<file path="src/rtl/m_stage_pipe.sv">
// m_stage_pipe: NUM_STAGES-deep register pipeline with bubble-collapsing stall,
// selective kill by ROB id, flush, and a registered occupancy count.

`ifndef WORD_SIZE
`define WORD_SIZE 32
`endif
`ifndef INSTR_TYPE_SZ
`define INSTR_TYPE_SZ 4
`endif
`ifndef ROB_ENTRY_WITDH
`define ROB_ENTRY_WITDH 6
`endif

module m_stage_pipe #(
  parameter int unsigned WORD_SIZE       = `WORD_SIZE,
  parameter int unsigned INSTR_TYPE_SZ   = `INSTR_TYPE_SZ,
  parameter int unsigned ROB_ENTRY_WITDH = `ROB_ENTRY_WITDH,
  parameter int unsigned NUM_STAGES      = 4,
  localparam int unsigned OCC_W          = $clog2(NUM_STAGES + 1)
) (
  input  logic                       clk,
  input  logic                       reset,
  input  logic [INSTR_TYPE_SZ-1:0]   instruction_type,
  input  logic [WORD_SIZE-1:0]       pc,
  input  logic [WORD_SIZE-1:0]       result,
  input  logic [ROB_ENTRY_WITDH-1:0] rob_id,
  input  logic                       valid,
  input  logic                       stall,
  input  logic                       flush,
  input  logic                       kill_valid,
  input  logic [ROB_ENTRY_WITDH-1:0] kill_rob_id,
  output logic [INSTR_TYPE_SZ-1:0]   instruction_type_out,
  output logic [WORD_SIZE-1:0]       pc_out,
  output logic [WORD_SIZE-1:0]       result_out,
  output logic [ROB_ENTRY_WITDH-1:0] rob_id_out,
  output logic                       valid_out,
  output logic                       ready_out,
  output logic [OCC_W-1:0]           occupancy
);

  localparam int NS = int'(NUM_STAGES);

  // Stage registers, index 0 is the input side.
  logic [NUM_STAGES-1:0]                      v_q, v_d;
  logic [NUM_STAGES-1:0][INSTR_TYPE_SZ-1:0]   it_q, it_d;
  logic [NUM_STAGES-1:0][WORD_SIZE-1:0]       pc_q, pc_d;
  logic [NUM_STAGES-1:0][WORD_SIZE-1:0]       res_q, res_d;
  logic [NUM_STAGES-1:0][ROB_ENTRY_WITDH-1:0] rob_q, rob_d;
  logic [OCC_W-1:0]                           occ_q, occ_d;

  // Per-stage source (previous stage, or the inputs for stage 0).
  logic [NUM_STAGES-1:0]                      src_v;
  logic [NUM_STAGES-1:0][INSTR_TYPE_SZ-1:0]   src_it;
  logic [NUM_STAGES-1:0][WORD_SIZE-1:0]       src_pc;
  logic [NUM_STAGES-1:0][WORD_SIZE-1:0]       src_res;
  logic [NUM_STAGES-1:0][ROB_ENTRY_WITDH-1:0] src_rob;

  logic [NUM_STAGES-1:0] en;

  // Load enables: a stage moves if the stage after it moves or it is empty.
  // Accumulated from the output side so no vector feeds back on itself.
  always_comb begin
    logic acc;
    acc            = !stall || !v_q[NS-1];
    en             = '0;
    en[NS-1]       = acc;
    for (int i = NS - 2; i >= 0; i--) begin
      acc   = acc || !v_q[i];
      en[i] = acc;
    end
  end

  // Source selection for every stage.
  always_comb begin
    src_v      = '0;
    src_it     = '0;
    src_pc     = '0;
    src_res    = '0;
    src_rob    = '0;
    src_v[0]   = valid;
    src_it[0]  = instruction_type;
    src_pc[0]  = pc;
    src_res[0] = result;
    src_rob[0] = rob_id;
    for (int i = 1; i < NS; i++) begin
      src_v[i]   = v_q[i-1];
      src_it[i]  = it_q[i-1];
      src_pc[i]  = pc_q[i-1];
      src_res[i] = res_q[i-1];
      src_rob[i] = rob_q[i-1];
    end
  end

  // Next state: movement first, then kill mask on the moved ids, then flush.
  always_comb begin
    v_d   = v_q;
    it_d  = it_q;
    pc_d  = pc_q;
    res_d = res_q;
    rob_d = rob_q;
    occ_d = '0;
    for (int i = 0; i < NS; i++) begin
      if (en[i]) begin
        v_d[i] = src_v[i];
        // Payload only follows a real entry; bubbles leave stale payload in place.
        if (src_v[i]) begin
          it_d[i]  = src_it[i];
          pc_d[i]  = src_pc[i];
          res_d[i] = src_res[i];
          rob_d[i] = src_rob[i];
        end
      end
    end
    if (kill_valid) begin
      for (int i = 0; i < NS; i++) begin
        if (rob_d[i] == kill_rob_id) begin
          v_d[i] = 1'b0;
        end
      end
    end
    if (flush) begin
      v_d = '0;
    end
    for (int i = 0; i < NS; i++) begin
      occ_d = occ_d + OCC_W'(v_d[i]);
    end
  end

  // State registers with asynchronous active-low clear.
  always_ff @(posedge clk or negedge reset) begin
    if (!reset) begin
      v_q   <= '0;
      it_q  <= '0;
      pc_q  <= '0;
      res_q <= '0;
      rob_q <= '0;
      occ_q <= '0;
    end else begin
      v_q   <= v_d;
      it_q  <= it_d;
      pc_q  <= pc_d;
      res_q <= res_d;
      rob_q <= rob_d;
      occ_q <= occ_d;
    end
  end

  assign instruction_type_out = it_q[NS-1];
  assign pc_out               = pc_q[NS-1];
  assign result_out           = res_q[NS-1];
  assign rob_id_out           = rob_q[NS-1];
  assign valid_out            = v_q[NS-1];
  assign ready_out            = en[0];
  assign occupancy            = occ_q;

endmodule

</file>
<file path="config.mk">
export PLATFORM = sky130hd
export DESIGN_NAME = m_stage_pipe
export DESIGN_NICKNAME = d
export VERILOG_FILES = /design/src/rtl/m_stage_pipe.sv
export SDC_FILE = /design/constraint.sdc
export NUM_CORES = 1
export LEC_CHECK = 0
export CELL_PAD_IN_SITES_DETAIL_PLACEMENT = 1
export CELL_PAD_IN_SITES_GLOBAL_PLACEMENT = 2
export CORE_MARGIN = 8
export CORE_UTILIZATION = 41
export DETAILED_ROUTE_END_ITERATION = 10
export MAX_ROUTING_LAYER = met4
export PLACE_DENSITY_LB_ADDON = 0.1
export REMOVE_ABC_BUFFERS = 1
export SLEW_MARGIN = 5
export SYNTH_ARGS = -nofsm -noshare
export SYNTH_HDL_FRONTEND = slang
export SYNTH_SLANG_ARGS = --single-unit
export TNS_END_PERCENT = 50
</file>
<file path="constraint.sdc">
create_clock -name clk -period 5.7 [get_ports clk]
set_input_delay 1.14 -clock clk [delete_from_list [all_inputs] [get_ports clk]]
set_output_delay 1.14 -clock clk [all_outputs]
set_load 0.005 [all_outputs]
</file>
## Word level (Yosys, flattened, before mapping)

Cells that the tools add are included.

| word-level totals | value |
|---|---|
| bits in registers | 303 |
| input bits | 86 |
| output and inout bits | 79 |
| word-level logic and storage cells | 56 |

| operators by class | value |
|---|---|
| add/subtract/negate cells | 3 |
| equality and inequality tests | 4 |
| muxes and demuxes | 18 |
| reductions and logical operators | 13 |

Operators with widths:

| kind | number |
|---|---|
| 2-to-1 mux 6 bit | 8 |
| == test 6 bit | 4 |
| 2-to-1 mux 1 bit | 8 |
| 2-to-1 mux 4 bit | 2 |
| AND reduction 2 bit | 4 |
| zero test 1 bit | 5 |
| logical OR 1 bit | 4 |
| adder 2 x 1 -> 3 bit | 1 |
| adder 3 x 1 -> 3 bit | 1 |
| adder 1 x 1 -> 2 bit | 1 |

## Depth between registers and ports, before layout

Gate-level depths: netlist of the first run.

| depth | value |
|---|---|
| word-level depth | 13 |
| mapped depth | 11 |
| gate-level depth less buffers | 9 |

## Worst setup path before layout of the first run

Ideal clock, no wire load.

| path | value |
|---|---|
| path kind | in2reg |
| from | input stall |
| to | register occ_q[1], in the netlist occupancy[1] |
| library setup time | 0.126 ns |
| arrival | 3.385 ns |
| required time | 5.574 ns |
| slack | 2.189 ns |
| stages on the path | 11 |
| path through | buf_6 > a21boi_2 > buf_6 > mux2_4 > xnor2_1 > and4_4 > a211o_1 > fa_1 > inv_1 > ha_1 > ha_1 |

RTL lines:

| element | line | source |
|---|---|---|
| from (decl) | 28 | `input logic stall,` |
| to (signal assigned) | 137 | `occ_q <= '0;` |
| to (signal assigned) | 144 | `occ_q <= occ_d;` |
| to (decl) | 49 | `logic [OCC_W-1:0] occ_q, occ_d;` |

## Worst setup path in the final report of the first run

| path | value |
|---|---|
| from | input stall |
| to | output ready_out |

| on the way | value |
|---|---|
| cells in the longest elaborated chain, start to end | 5 |

RTL lines:

| element | line | source |
|---|---|---|
| zero test 1 bit | 64 | `acc = !stall \|\| !v_q[NS-1];` |
| logical OR 1 bit | 64 |  |
| logical OR 1 bit (3 in a row) | 68 | `acc = acc \|\| !v_q[i];` |
| to (decl) | 37 | `output logic ready_out,` |

No other way between the ends.

==> results.json, run 1 <==
{
  "insertion_delay_ps": 510,
  "busiest_layer": "met2",
  "drc_errors": 0,
  "arrival_ps": 3180,
  "drive_gt1_share_pct": 25.7,
  "setup_viol": 0,
  "hpwl_mm": 17.7,
  "cts_root_buf": "clkbuf_16",
  "slowest_delay_ps": 660,
  "crit_path_top_delay_cell": "and4_1",
  "drt-total-wl_mm": 28.9,
  "drt_first_pass_iters": 4,
  "h-tree-depth": 2,
  "critical_path.top_delay_family": "buffers and inverters",
  "ir_drop_v": 0.000263,
  "use_met1_pct": 22.4,
  "netlist_area_mm2": 0.0127,
  "placed_area_mm2": 0.0141,
  "final_common_cell": "dfrtp_1",
  "cp.required_ps": 4560,
  "use_met2_pct": 26.3,
  "cp_common_cell": "clkdlybuf4s50_1",
  "postCtsResizedCells": 0,
  "rows": 64,
  "io_pins": 165,
  "r2r-start": "v_q[1]$_DFF_PN0_",
  "drt.antenna.violating_nets": 0,
  "finalHoldViolations": 0,
  "cts_tree": "built",
  "synth.distinct_cells": 53,
  "fin_crit_sh_pct": 75.8,
  "min_from": "pc_q[9]$_DFFE_PN0P_",
  "met3_usage_pct": 3.10,
  "die_h_um": 192,
  "ys_seq_area_share_pct": 59.9,
  "rsz0062_at_grt": "false",
  "via_per_inst": 5.00,
  "grt_pass1_wl_mm": 47.9,
  "async_flop_share_pct": 100,
  "leakage_nw": 6.94,
  "maxSlewHeadroom_pct": 28.4,
  "status": "complete, no violations",
  "io_buffers": 164,
  "path_max_fanout": 14,
  "path_cells": "clkdlybuf4s50_1, buf_4, and4_1, nand2_2, clkdlybuf4s50_1",
  "final_cell_area_mm2": 0.0153,
  "grt_usage_pct": 16.7,
  "synth_edf_count": 0,
  "grt_pass1_vias": 8340,
  "crit_type": "input pin to output pin",
  "wl_per_cell_um": 19.2,
  "drv_slew": 0,
  "setup_tns_ps": 0,
  "worst-slew-pin-transition_ps": 1070,
  "clock.fmax_mhz": 232,
  "synthFlopType": "dfrtp_1",
  "cap_violations": 0,
  "drt_iter0_markers": 353,
  "via_count": 7548,
  "place_congestion": 0.786,
  "final.min_clock_period_ps": 4320,
  "cp-start-kind": "input pin",
  "yosysWarnings": 0,
  "powerDensity_mw_per_mm2": 426,
  "cts_made_buffers": 36,
  "crit_buf_inv": 3,
  "cp-end-kind": "output pin",
  "initial_core_util_pct": 41.5,
  "syn_inst": 1002,
  "syn2layout_area_growth_pct": 21.0,
  "cts_hold_buf": 0,
  "final.fill_count": 3125,
  "ys_ff_latch": 303,
  "fin_skew_ps": 16.1,
  "cts_setup_buffers": 0,
  "layout_common_cells": "dfrtp_1, nand2_1, mux2_2",
  "clock-sinks": 303,
  "coreArea_mm2": 0.0305,
  "cp-startpoint": "stall",
  "die_w_um": 192,
  "dieArea_mm2": 0.0368,
  "grt_max_degree": 130,
  "overflow": 0,
  "worstHoldPathType": "flip-flop to flip-flop",
  "syn_area_per_cell_um2": 12.6,
  "path_clk_slew_ps": 60,
  "cts_buffer_depth": 3,
  "antenna_found_initial": 2,
  "nets": 1176
}
[where the power goes]
group | switching, W | leakage (nW) | internal (W)
Combinational | 0.000430 | 2.60 | 0.000821
Sequential | 0.000313 | 3.74 | 0.00266
Clock | 0.000875 | 0.594 | 0.00143
[cell usage after synthesis, drive strengths merged, types with 3 or more instances]
library cell  number  area, µm²
nand2            226        853
inv                9       33.8
o211ai             6       60.1
xnor2             16        140
a21oi              5       25.0
a21o               3       22.5
nand2b            13       81.3
nand3              5       25.0
o2111ai            3       26.3
nand4              9       71.3
clkbuf            19       71.3
o21ai             10       50.1
o22ai              3       18.8
and4               3       28.8
buf              107        758
nor2               6       38.8
xor2               3       26.3
a211o              3       26.3
a211oi             3       22.5
mux2             217       2450
dfrtp            303       7580
nor3               3       15.0
[metal layers]
metal	routed length, µm	part of all wire, %	up-vias
met1	13500	47	3901
met4	506	1.7	0
met5	0	0	-
met3	1270	4.4	41
li1	-	-	3465
met2	13700	47	141
[worst paths after layout]
| path | end | slack (ps) | cells past startpoint |
|---|---|---|---|
| setup reg to reg | occupancy[1]$_DFF_PN0_ | 2350 | 9 |
| hold / removal | pc_q[41]$_DFFE_PN0P_ | 460 | 2 |
| hold reg to reg | pc_q[41]$_DFFE_PN0P_ | 460 | 2 |
| setup / recovery | ready_out | 1380 | 5 |
| min in group asynchronous | rob_id_out[1]$_DFF_PN0_ | 660 | 1 |
| max in group asynchronous | result_out[24]$_DFFE_PN0P_ | 3810 | 2 |
[registers in the layout, indices dropped and copies added, names as in the netlist]
signal                cells
rob_id_out                6
res_q                    96
instruction_type_out      4
result_out               32
v_q                       4
rob_q                    18
it_q                     12
pc_out                   32
occupancy                 3
pc_q                     96
[metrics by stage]
stage / cells / utilization (%) / power (W) / hold WS, ps / worst slack, ps
after floorplan: 876 / - / 0.00348 / 433 / 434
after global placement: 1445 / 46.2 / 0.00426 / 444 / 1360
after detailed placement: 1445 / 46.2 / 0.00430 / 449 / 1300
after CTS: 1507 / 50.2 / 0.00666 / 460 / 1380
after global routing: 1509 / 50.2 / 0.00690 / 481 / 1300
final: 1509 / 50.2 / 0.00653 / 461 / 1380
[layout make-up]
cell class              instances  area [µm²]  area share [%]
inverters                       9        33.8           0.221
clock buffers                  52        1060            6.94
multi-input cells             564        4240            27.7
well taps                     396         495            3.24
repair buffers                173        1750            11.4
clock inverters                10         140           0.915
flip-flops and latches        303        7580            49.5
diodes                          2        5.00          0.0327
[worst register-to-register path: stages (launching register included)]
cell and delay [ps]:
dfrtp_1 690, and4_1 720, a21oi_1 190, o21ai_1 180
nand4_1 140, o31ai_1 400, fa_1 470, inv_1 70
ha_1 140, ha_1 220
[cell families (layout without fill, tap and decap cells)]
logic type	Yosys count	in the layout	share of synthesized area [%]
simple gates	275	275	9.36
fa+ha+maj	3	3	0.356
buf+inv	135	244	6.82
flops	303	303	59.9
compound gates	49	49	2.84
other cells	0	2	0
mux	218	218	19.4
xor+xnor	19	19	1.31
Note: power is estimated with default switching activity, not from simulation.
==> run 2, diff against run 1 <==
--- a/config.mk
+++ b/config.mk
@@ -8,7 +8,7 @@
 export CELL_PAD_IN_SITES_DETAIL_PLACEMENT = 1
 export CELL_PAD_IN_SITES_GLOBAL_PLACEMENT = 2
 export CORE_MARGIN = 8
-export CORE_UTILIZATION = 41
+export CORE_UTILIZATION = 34
 export DETAILED_ROUTE_END_ITERATION = 10
 export MAX_ROUTING_LAYER = met4
 export PLACE_DENSITY_LB_ADDON = 0.1
==> constraint.sdc (replaced) <==
create_clock -name clk -period 3.5 [get_ports clk]
set_input_delay 0.7 -clock clk [delete_from_list [all_inputs] [get_ports clk]]
set_output_delay 0.7 -clock clk [all_outputs]
set_load 0.005 [all_outputs]
==> run 2 against run 1 <==
  * Register-to-register slack worse by 1900 ps
  * Critical path depth is 7 higher
  * Non-clock buffer count grew 39
  * Clock skew grew 2.6 ps
  * Setup slack got worse by 1000 ps
  * Flip-flop and latch count unchanged
  * Sequential power grew 62%
  * Critical endpoint is now occupancy[1]$_DFF_PN0_
  * Highest routed layer unchanged
==> results.json, run 2 (synthesized netlist as in run 1, its figures left out) <==
{
  "ff2ff_path_depth": 10,
  "h-tree-depth": 2,
  "r2r-start": "v_q[2]$_DFF_PN0_",
  "cts_root_buf": "clkbuf_16",
  "overflow": 0,
  "cap_violations": 0,
  "cts_hold_buf": 0,
  "drv_slew": 0,
  "initial_core_util_pct": 34.6,
  "insertion_delay_ps": 520,
  "clock-sinks": 303,
  "final.min_clock_period_ps": 3160,
  "layout_common_cells": "dfrtp_1, nand2_1, mux2_2",
  "io_buffers": 164,
  "status": "complete, no violations",
  "fin_ws_ps": 340,
  "fin_crit_sh_pct": 90.3,
  "maxSlewHeadroom_pct": 32.9,
  "die_w_um": 209,
  "final_cell_area_mm2": 0.0157,
  "fin_util_pct": 42.9,
  "rsz0062_at_grt": "false",
  "leakage_nw": 7.13,
  "drive_gt1_share_pct": 28.2,
  "final.fill_count": 3848,
  "postCtsResizedCells": 0,
  "arrival_ps": 3550,
  "cp-start-kind": "input pin",
  "met3_usage_pct": 3.58,
  "finalHoldViolations": 0,
  "antenna_found_initial": 3,
  "cts_tree": "built",
  "wl_per_cell_um": 19.2,
  "busiest_layer": "met2",
  "powerDensity_mw_per_mm2": 671,
  "drt_iter0_markers": 294,
  "drc_errors": 0,
  "grt_usage_pct": 15.0,
  "die_h_um": 209,
  "worst-slew-pin-transition_ps": 1010,
  "via_count": 7606,
  "placed_area_mm2": 0.0146,
  "cts_buffer_depth": 3,
  "dp_cells": 1556,
  "cp.required_ps": 3890,
  "crit_type": "input pin to flip-flop",
  "use_met1_pct": 19.3,
  "drt-total-wl_mm": 31.1,
  "setup_viol": 0,
  "hpwl_mm": 20.0,
  "place_congestion": 0.811,
  "worstHoldPathType": "input pin to async pin",
  "io_pins": 165,
  "cp-end-kind": "flip-flop",
  "grt_max_degree": 89,
  "syn2layout_area_growth_pct": 24.1,
  "via_per_inst": 4.70,
  "path_max_fanout": 14,
  "drt.antenna.violating_nets": 0,
  "drt_first_pass_iters": 4,
  "nets": 1215,
  "final_common_cell": "dfrtp_1",
  "rows": 70,
  "grt_pass1_vias": 8637,
  "pre_cts_ws_ps": -194,
  "fin_skew_ps": 18.8,
  "clock.fmax_mhz": 316,
  "coreArea_mm2": 0.0366,
  "cts_setup_buffers": 0,
  "cts_made_buffers": 36,
  "grt_pass1_wl_mm": 50.4,
  "ir_drop_v": 0.000319,
  "cp-startpoint": "stall",
  "fin_cells": 1619,
  "use_met2_pct": 23.3,
  "largest_registers": "pc_q (96), res_q (96)",
  "dieArea_mm2": 0.0437,
  "path_clk_slew_ps": 50
}
run 2: stage by stage:
stage	TNS, ps	power, W	hold slack [ps]
floorplan	-4000	0.00567	404
global placement	-201	0.00699	443
detailed placement	-291	0.00705	449
CTS	0	0.0108	242
global route	0	0.0112	257
finish	0	0.0105	228
run 2: worst max-delay path, cell delays in order:
cell             delay, ps
clkdlybuf4s50_1        400
buf_4                  170
and4_1                 220
buf_12                 160
nor2_8                  70
a2111oi_0               60
or3_1                  410
a311o_1                360
fa_1                   510
inv_1                   40
ha_1                   170
ha_1                   270
run 2: path summary, 6_finish.rpt:
path | end | slack [ps]
min | pc_q[7]$_DFFE_PN0P_ | 230
max | occupancy[1]$_DFF_PN0_ | 340
min reg2reg | pc_q[48]$_DFFE_PN0P_ | 450
max reg2reg | occupancy[1]$_DFF_PN0_ | 450
max in group asynchronous | pc_out[21]$_DFFE_PN0P_ | 2390
min in group clk | pc_q[48]$_DFFE_PN0P_ | 450
run 2: power by group:
part	total (W)	switching (W)	leakage [nW]	internal, W
Clock	0.00362	0.00141	0.570	0.00221
Sequential	0.00483	0.000490	3.74	0.00434
Combinational	0.00210	0.000729	2.82	0.00137
Total	0.0105	0.00263	7.13	0.00791
run 2: cell type report:
class                   instances  area (µm²)  area share [%]
diodes                          3        7.51          0.0478
multi-input cells             564        4240            27.0
clock buffers                  54        1090            6.93
repair buffers                212        2120            13.5
inverters                       9        33.8           0.215
well taps                     468         586            3.73
clock inverters                 6        55.1           0.350
flip-flops and latches        303        7580            48.2
run 2: per-layer routing:
metal	part of all wire, %	vias to the layer above
met1	46	3886
li1	-	3536
met4	2.1	0
met5	0	-
met3	4.7	49
met2	47	135
